--- src/rtl/serial_tx_unit.sv ---
// Serial transmit engine: input FIFO, latched divisor, MSB/LSB-first
// shifter driving D_OUT / D_OUT_VALID / CLK_Tx.
module serial_tx_unit #(
  parameter int DATA_W     = 32,
  parameter int DIV_W      = 32,
  parameter int FIFO_DEPTH = 4,
  parameter int MSB_FIRST  = 1
) (
  input  logic                          CLK,
  input  logic                          RESET,
  input  logic                          CONFIG_DIV,
  input  logic [DIV_W-1:0]              DIN,
  input  logic                          WR_EN,
  input  logic [DATA_W-1:0]             DATA,
  output logic                          FULL,
  output logic                          EMPTY,
  output logic [$clog2(FIFO_DEPTH):0]   LEVEL,
  output logic                          BUSY,
  output logic                          OVF,
  output logic                          D_OUT,
  output logic                          D_OUT_VALID,
  output logic                          CLK_Tx
);

  localparam int AW = $clog2(FIFO_DEPTH);
  localparam int LW = AW + 1;
  localparam int BW = $clog2(DATA_W + 1);

  localparam logic [LW-1:0] DEPTH_L = LW'(FIFO_DEPTH);
  localparam logic [BW-1:0] BITS_L  = BW'(DATA_W);

  localparam logic [0:0] ST_IDLE  = 1'b0;
  localparam logic [0:0] ST_SHIFT = 1'b1;

  logic [0:0]        r_state;
  logic [DIV_W-1:0]  r_div;
  logic [DATA_W-1:0] r_mem [FIFO_DEPTH];
  logic [AW-1:0]     r_wptr;
  logic [AW-1:0]     r_rptr;
  logic [LW-1:0]     r_level;
  logic              r_ovf;
  logic [DATA_W-1:0] r_sh;
  logic [BW-1:0]     r_bits;
  logic [DIV_W-1:0]  r_n;
  logic [DIV_W-1:0]  r_cnt;
  logic              r_ph;

  logic              w_full;
  logic              w_empty;
  logic              w_shift;
  logic              w_wr;
  logic              w_pop;
  logic              w_half_end;
  logic              w_bit_end;
  logic              w_last;
  logic [DIV_W-1:0]  w_n_eff;
  logic [DATA_W-1:0] w_sh_next;

  assign w_full  = (r_level == DEPTH_L);
  assign w_empty = (r_level == '0);
  assign w_shift = (r_state == ST_SHIFT);
  assign w_wr    = WR_EN && !w_full;

  // r_ph selects the low (0) or high (1) half of a bit
  assign w_half_end = w_shift && (r_cnt == r_n - DIV_W'(1));
  assign w_bit_end  = w_half_end && r_ph;
  assign w_last     = w_bit_end && (r_bits == BW'(1));
  assign w_pop      = !w_empty && (!w_shift || w_last);

  assign w_n_eff = (r_div == '0) ? DIV_W'(1) : r_div;

  assign w_sh_next = (MSB_FIRST != 0)
                   ? {r_sh[DATA_W-2:0], 1'b0}
                   : {1'b0, r_sh[DATA_W-1:1]};

  always_ff @(posedge CLK or posedge RESET) begin
    if (RESET) begin
      r_div <= DIV_W'(1);
    end else if (CONFIG_DIV) begin
      r_div <= DIN;
    end
  end

  always_ff @(posedge CLK) begin
    if (w_wr) begin
      r_mem[r_wptr] <= DATA;
    end
  end

  always_ff @(posedge CLK or posedge RESET) begin
    if (RESET) begin
      r_wptr  <= '0;
      r_rptr  <= '0;
      r_level <= '0;
      r_ovf   <= 1'b0;
    end else begin
      if (w_wr) begin
        r_wptr <= r_wptr + AW'(1);
      end
      if (w_pop) begin
        r_rptr <= r_rptr + AW'(1);
      end
      case ({w_wr, w_pop})
        2'b10:   r_level <= r_level + LW'(1);
        2'b01:   r_level <= r_level - LW'(1);
        default: r_level <= r_level;
      endcase
      if (WR_EN && w_full) begin
        r_ovf <= 1'b1;
      end
    end
  end

  always_ff @(posedge CLK or posedge RESET) begin
    if (RESET) begin
      r_state <= ST_IDLE;
      r_sh    <= '0;
      r_bits  <= '0;
      r_n     <= DIV_W'(1);
      r_cnt   <= '0;
      r_ph    <= 1'b0;
    end else if (w_pop) begin
      r_state <= ST_SHIFT;
      r_sh    <= r_mem[r_rptr];
      r_bits  <= BITS_L;
      r_n     <= w_n_eff;
      r_cnt   <= '0;
      r_ph    <= 1'b0;
    end else if (w_shift) begin
      if (w_last) begin
        r_state <= ST_IDLE;
        r_sh    <= '0;
        r_bits  <= '0;
        r_cnt   <= '0;
        r_ph    <= 1'b0;
      end else if (w_bit_end) begin
        r_sh    <= w_sh_next;
        r_bits  <= r_bits - BW'(1);
        r_cnt   <= '0;
        r_ph    <= 1'b0;
      end else if (w_half_end) begin
        r_cnt   <= '0;
        r_ph    <= 1'b1;
      end else begin
        r_cnt   <= r_cnt + DIV_W'(1);
      end
    end
  end

  assign FULL        = w_full;
  assign EMPTY       = w_empty;
  assign LEVEL       = r_level;
  assign OVF         = r_ovf;
  assign BUSY        = w_shift || !w_empty;
  assign D_OUT_VALID = w_shift;
  assign CLK_Tx      = w_shift && r_ph;
  assign D_OUT       = w_shift &&
                       ((MSB_FIRST != 0) ? r_sh[DATA_W-1] : r_sh[0]);

endmodule

--- config.mk ---
export PLATFORM = sky130hd
export DESIGN_NAME = serial_tx_unit
export DESIGN_NICKNAME = d
export VERILOG_FILES = /design/src/rtl/serial_tx_unit.sv
export SDC_FILE = /design/constraint.sdc
export NUM_CORES = 1
export LEC_CHECK = 0
export ABC_AREA = 0
export BUFFER_PORTS_ARGS = -buffer_cell sky130_fd_sc_hd__buf_2
export CAP_MARGIN = 10
export CORE_MARGIN = 3
export CORE_UTILIZATION = 39
export CTS_CLUSTER_DIAMETER = 50
export DETAILED_ROUTE_END_ITERATION = 7
export PLACE_DENSITY_LB_ADDON = 0.15
export SLEW_MARGIN = 20
export SYNTH_ARGS = -nofsm -noshare
export SYNTH_HDL_FRONTEND = slang
export SYNTH_SLANG_ARGS = --single-unit
--- constraint.sdc ---
create_clock -name CLK -period 12.3 [get_ports CLK]
set_input_delay 2.46 -clock CLK [delete_from_list [all_inputs] [get_ports CLK]]
set_output_delay 2.46 -clock CLK [all_outputs]
set_load 0.01 [all_outputs]
; ---- Word-level counts from Yosys, hierarchy flattened
; Memories as Yosys holds them, arrays and structs flattened.
; Cells that the tools add are included.
[op_classes]
addsub = 7
n_eq_ne = 5
mux = 25
reduce_logical = 21
[ops]
columns = op, n
row1 = $mux W32, 10
row2 = $add A32 B1 Y32 const B, 1
row3 = $eq A32 B32 Y1, 1
row4 = $logic_not A32 Y1, 1
row5 = $sub A32 B1 Y32 const B, 1
row6 = $mux W6, 4
row7 = $mux W1, 10
row8 = $logic_and A1 B1 Y1, 8
row9 = $eq A6 B1 Y1 const B, 1
row10 = $pmux W3 S2, 1
row11 = $sub A6 B1 Y6 const B, 1
row12 = $add A2 B1 Y2 const B, 2
row13 = $reduce_and A2 Y1, 2
row14 = $reduce_bool A2 Y1, 2
row15 = $reduce_bool A4 Y1, 1
row16 = $add A3 B1 Y3 const B, 1
row17 = $eq A3 B3 Y1 const B, 1
row18 = $logic_not A1 Y1, 3
row19 = $logic_not A3 Y1, 1
row20 = $reduce_bool A3 Y1, 1
row21 = $sub A3 B1 Y3 const B, 1
row22 = $eq A2 B1 Y1 const B, 1
row23 = $eq A2 B2 Y1 const B, 1
row24 = $logic_or A1 B1 Y1, 2
[totals]
ff_bits = 144
ramBits = 128
inputBits = 68
wordCells = 70
mem_count = 1
[memory_table]
columns = memory, words, word_bits, rd, rd_clocked_by_memory_dff, wr, line
row1 = r_mem, 4, 32, 1, 0, 1, 37  ; logic [DATA_W-1:0] r_mem [FIFO_DEPTH];

; ---- Logic depth before layout (Yosys ltp)
[logic_depth]
ltp_word = 9
ltp_mapped = 18
depth_no_buf = 15

; ---- Worst setup path after synthesis
; Ideal clock, no wire load.
[synth_path]
kind = reg2reg
start = register r_n[0]
end = register r_level[2], in the netlist LEVEL[2]
setup_ns = 0.079
arrival_time_ns = 3.974
t_required_ns = 12.221
slack_ns = 8.246
path_stages_with_launch = 19
path_buffers = 3
period_less_slack_ns = 4.054
cell_sequence = dfstp_2 -> inv_1 -> ha_1 -> nor3b_1 -> and4_1 -> buf_2 -> a31o_2 -> a2111o_1 -> nor4b_2 -> nand4_1 -> a21oi_2 -> buf_4 -> buf_6 -> ha_1 -> inv_1 -> fa_1 -> xor2_1 -> nor2_1 -> xor2_1
[synth_between]
elab_chain_cells = 9
elab_cells_between_ends = 11
[synth_rtl]
columns = item, line
row1 = from (decl), 44  ; logic [DIV_W-1:0] r_n;
row2 = from (signal assigned), 126  ; r_n <= w_n_eff;
row3 = $sub A32 B1 Y32 (*), 65  ; assign w_half_end = w_shift && (r_cnt == r_n - DIV_W'(1));
row4 = $eq A32 B32 Y1 (*), 65
row5 = $logic_and A1 B1 Y1 (*), 65
row6 = $logic_and A1 B1 Y1 (*), 66  ; assign w_bit_end = w_half_end && r_ph;
row7 = $logic_and A1 B1 Y1 (*), 67  ; assign w_last = w_bit_end && (r_bits == BW'(1));
row8 = $logic_or A1 B1 Y1 (*), 68  ; assign w_pop = !w_empty && (!w_shift || w_last);
row9 = $logic_and A1 B1 Y1 (*), 68
row10 = $eq A2 B1 Y1 or $eq A2 B2 Y1 (tied branches), 103  ; case ({w_wr, w_pop})
row11 = $pmux W3 S2 or $reduce_bool A2 Y1 (tied branches), --
row12 = to (signal assigned), 104  ; 2'b10: r_level <= r_level + LW'(1);
row13 = to (signal assigned), 105  ; 2'b01: r_level <= r_level - LW'(1);
row14 = to (signal assigned), 106  ; default: r_level <= r_level;
row15 = to (decl), 40  ; logic [LW-1:0] r_level;
; Every way passes the cells marked *; elsewhere a longest branch is shown, timed or not.
; A chain may end at the register's enable or synchronous reset.

; ---- Final worst setup path
[layout_path]
start = register r_state, in the netlist D_OUT_VALID
end = output BUSY
[layout_between]
elab_chain_cells = 1
[layout_rtl]
columns = item, line
row1 = from (decl), 35  ; logic [0:0] r_state;
row2 = from (signal assigned), 116  ; r_state <= ST_IDLE;
row3 = from (signal assigned), 123  ; r_state <= ST_SHIFT;
row4 = from (signal assigned), 131  ; r_state <= ST_IDLE;
row5 = $logic_or A1 B1 Y1, 154  ; assign BUSY = w_shift || !w_empty;
row6 = to (decl), 18  ; output logic BUSY,
; No other way between the ends.

==> impl_summary.log <==
[metrics] Buffers on Ports: 77
[metrics] Pwr per Cell Area: ~180 nW/um2
[metrics] routed vias/inst: 5.341
[metrics] hold buffer count at CTS: 0
[metrics] Synth Flop Type: sky130_fd_sc_hd__dfrtp_1
[metrics] GP Congestion: 0.7853
[metrics] Sinks on Clock Net: 272
[metrics] synthesis-to-layout area growth: 15.05%
[metrics] peak supply drop: 0.0001188 V
[metrics] Clock Tree Root: sky130_fd_sc_hd__clkbuf_16
[metrics] overflow left after global routing: 0
[metrics] final worst slack: about 7.7 ns
[metrics] Die Width: 184.3 um
[metrics] cell row count: 64
[metrics] Worst-path clk slew: 0.05 ns
[metrics] crit path capture type: output pin
[metrics] worst-case setup slack after placement: roughly 8 ns
[metrics] transition time at the pin with the least slew margin: around 0.94 ns
[metrics] Antenna Diode Count: 0
[metrics] count of different cell masters after synthesis: 61
[metrics] clock latency on the worst-skew pair: 0.51 ns
[metrics] headroom to the max-slew limit: 37.26%
[metrics] initial cell density of the core: 40.01%
[metrics] Ys Warns: 0
[metrics] final setup vio count: 0
[metrics] floorplan die height: between 150 and 200 um
[metrics] Post-Syn Nets: 996
[metrics] highest achievable clock rate: 0.2162 GHz
[metrics] Core Box Area: around 31,000 um2
[metrics] half-perimeter wire length after placement: 17,100 um
[metrics] wire length of the first global-routing pass: 43,230 um
[metrics] final critical-path share of the clock period: 37.60%
[metrics] total of fill cells in the finished design: 2,748
[metrics] Clock Path Buffers: 3
[metrics] gr usage total: 16.09%
[metrics] Sum Neg Setup Slack: 0 ns
[metrics] Post-Syn Area: 12,400 um2
[metrics] max-capacitance violation count: 0
[metrics] post-synthesis cell count: between 900 and 1,000
[metrics] post-CTS setup buffers: 0
[metrics] net count reported at finish: 1,069
[metrics] initial drt markers: 349
[metrics] boundary pin count: 78
[metrics] synthesized area per cell: approximately 14 um2
[metrics] vias in the first global route: between 7,000 and 8,000
[metrics] async set-reset flop share out of synthesis: 52.94%
[metrics] required time at the endpoint of the critical path: 9.84 ns
[metrics] leakage power: between 0.005 and 0.006 uW
[metrics] H-Tree Depth: 2
[metrics] portion of the post-synthesis area used by sequential elements: 60.09%
[metrics] critical path start-end classification: flop to output pin
[metrics] number of buffers created by CTS: 36
[metrics] worst hold path class: flop to flop
[metrics] WL final: 26,620 um
[metrics] Final Hold Slack: 0.4483 ns
[metrics] number of antenna violations at the first check in global routing: 0
[metrics] clock skew: 0.01874 ns
[metrics] Sequential cell area: 7451 um2
[metrics] arrival time of the worst setup path: 2.16 ns
[metrics] critical path peak fanout: 13
[metrics] Initial DRT Pass Iterations: 4
[metrics] Critical Path Start Type: flop
[metrics] Via Count: approximately 7,500
[metrics] status: finished clean
[metrics] CTS tree: yes
[metrics] DRC errors left: 0
[metrics] total chip power: 2508 uW
[metrics] unrepaired setup endpoints after global routing: false
[metrics] number of gates resized after cts: 0
[metrics] Avg WL per Cell: 18.84 um
[metrics] total area of multi-input combinational cells: approximately 4600 um2
[metrics] post-layout min period: 4.625 ns
[metrics] maximum number of pins on one net before global-route repair: 74
[metrics] commonest non-fill, non-tap cells in the layout: 141 x sky130_fd_sc_hd__dfrtp_1, 128 x sky130_fd_sc_hd__edfxtp_1, 77 x sky130_fd_sc_hd__buf_2
[metrics] antenna viol nets, final: 0
[metrics] fraction of final layout cells with drive strength greater than 1: between 20 and 25%
[metrics] Final Slew Violations: 0
[metrics] hold violation total from the final report: 0
[metrics] Synth Register Bits: 272
[metrics] most frequent standard cell in the layout excluding fill and tap cells: sky130_fd_sc_hd__dfrtp_1
[metrics] number of flops mapped to enable cells by yosys: 128
[metrics] die area: ~34,000 um2
final cells by class:
type,count,area share [%]
clock inverters,19,1.281
flip-flops and latches,272,52.24
repair buffers,88,3.281
inverters,19,0.5351
clock buffers,45,6.623
multi-input cells,574,32.57
well taps,396,3.474
per-layer routing:
layer / vias up / share of wire, % / GRT usage (%)
met4: 0 / 1.9 / 4.264
met1: 3826 / 45 / 21.86
met2: 101 / 50 / 27.01
met3: 40 / 3.2 / 2.684
li1: 3580 / - / -
met5: - / 0 / 0
synth_stat cells, drive strengths merged, types with 4 or more instances:
cell type  count  area (um2)
and2           9       56.30
clkbuf        37       138.9
inv           19       71.32
a211o         18       157.7
buf           16       102.6
dfrtp        142        3553
mux4          32       720.7
xnor2         39       341.6
mux2i         19       190.2
or4            4       30.03
xor2          33       289.0
nor3          32       160.2
nand4         20       125.1
a21oi         11       58.81
o22ai          6       37.54
o21ai          6       30.03
and4           4       35.03
and3          20       125.1
o21a           4       30.03
nor2          58       217.7
nor4          27       217.7
mux2          63       709.4
ha             9       112.6
nand2         44       165.2
nand3         35       175.2
a21o          16       120.1
or3           12       75.07
or2            4       25.02
nand2b         7       43.79
edfxtp       128        3844
nor2b          6       37.54
cell families after synthesis:
logic type	Yosys count	synth area share, %
compound gates	85	5.137
xor+xnor	74	5.450
fa+ha+maj	10	1.070
buf+inv	72	2.523
flops	272	60.09
mux	114	13.07
simple gates	291	12.67
sequential cells by signal (all words and copies together), names as in the netlist, 3 cells and up:
signal  count
r_mem     128
r_sh       32
r_n        32
r_bits      6
LEVEL       3
r_cnt      32
r_div      32
power by group:
group          leakage [uW]  total, uW  internal [uW]  switching, uW
logic               0.00231        350            154            196
registers           0.00297       1180           1100           79.7
clock network      0.000542        980            592            388
total               0.00583       2510           1840            663
path summary, 6_finish.rpt:
check                                       from                    end  slack, ns  depth (start not counted)
max                        D_OUT_VALID$_DFF_PP0_                   BUSY       7.68                          3
min reg2reg                      OVF$_DFFE_PP0P_        OVF$_DFFE_PP0P_       0.45                          1
max in group asynchronous                  RESET  r_rptr[0]$_DFFE_PP0N_       8.78                          3
max reg2reg                  r_n[11]$_DFFE_PP0N_     r_n[7]$_DFFE_PP0N_       8.02                          9
min in group asynchronous                  RESET        OVF$_DFFE_PP0P_       2.05                          2
min                              OVF$_DFFE_PP0P_        OVF$_DFFE_PP0P_       0.45                          1
worst max-delay path, cell delays in order, from the launching register on:
cell,delay (ns)
sky130_fd_sc_hd__dfrtp_1,0.61
sky130_fd_sc_hd__nor4_1,0.59
sky130_fd_sc_hd__inv_1,0.24
sky130_fd_sc_hd__buf_2,0.23
per-stage QoR:
step	cells	util [%]	area (um2)
final	1413	46.03	14260
after global placement	1349	42.38	13130
after CTS	1413	46.02	14260
after detailed placement	1349	42.38	13130
after global routing	1413	46.03	14260
after floorplan	918	-	12400
(Power assumes the default switching activity.)
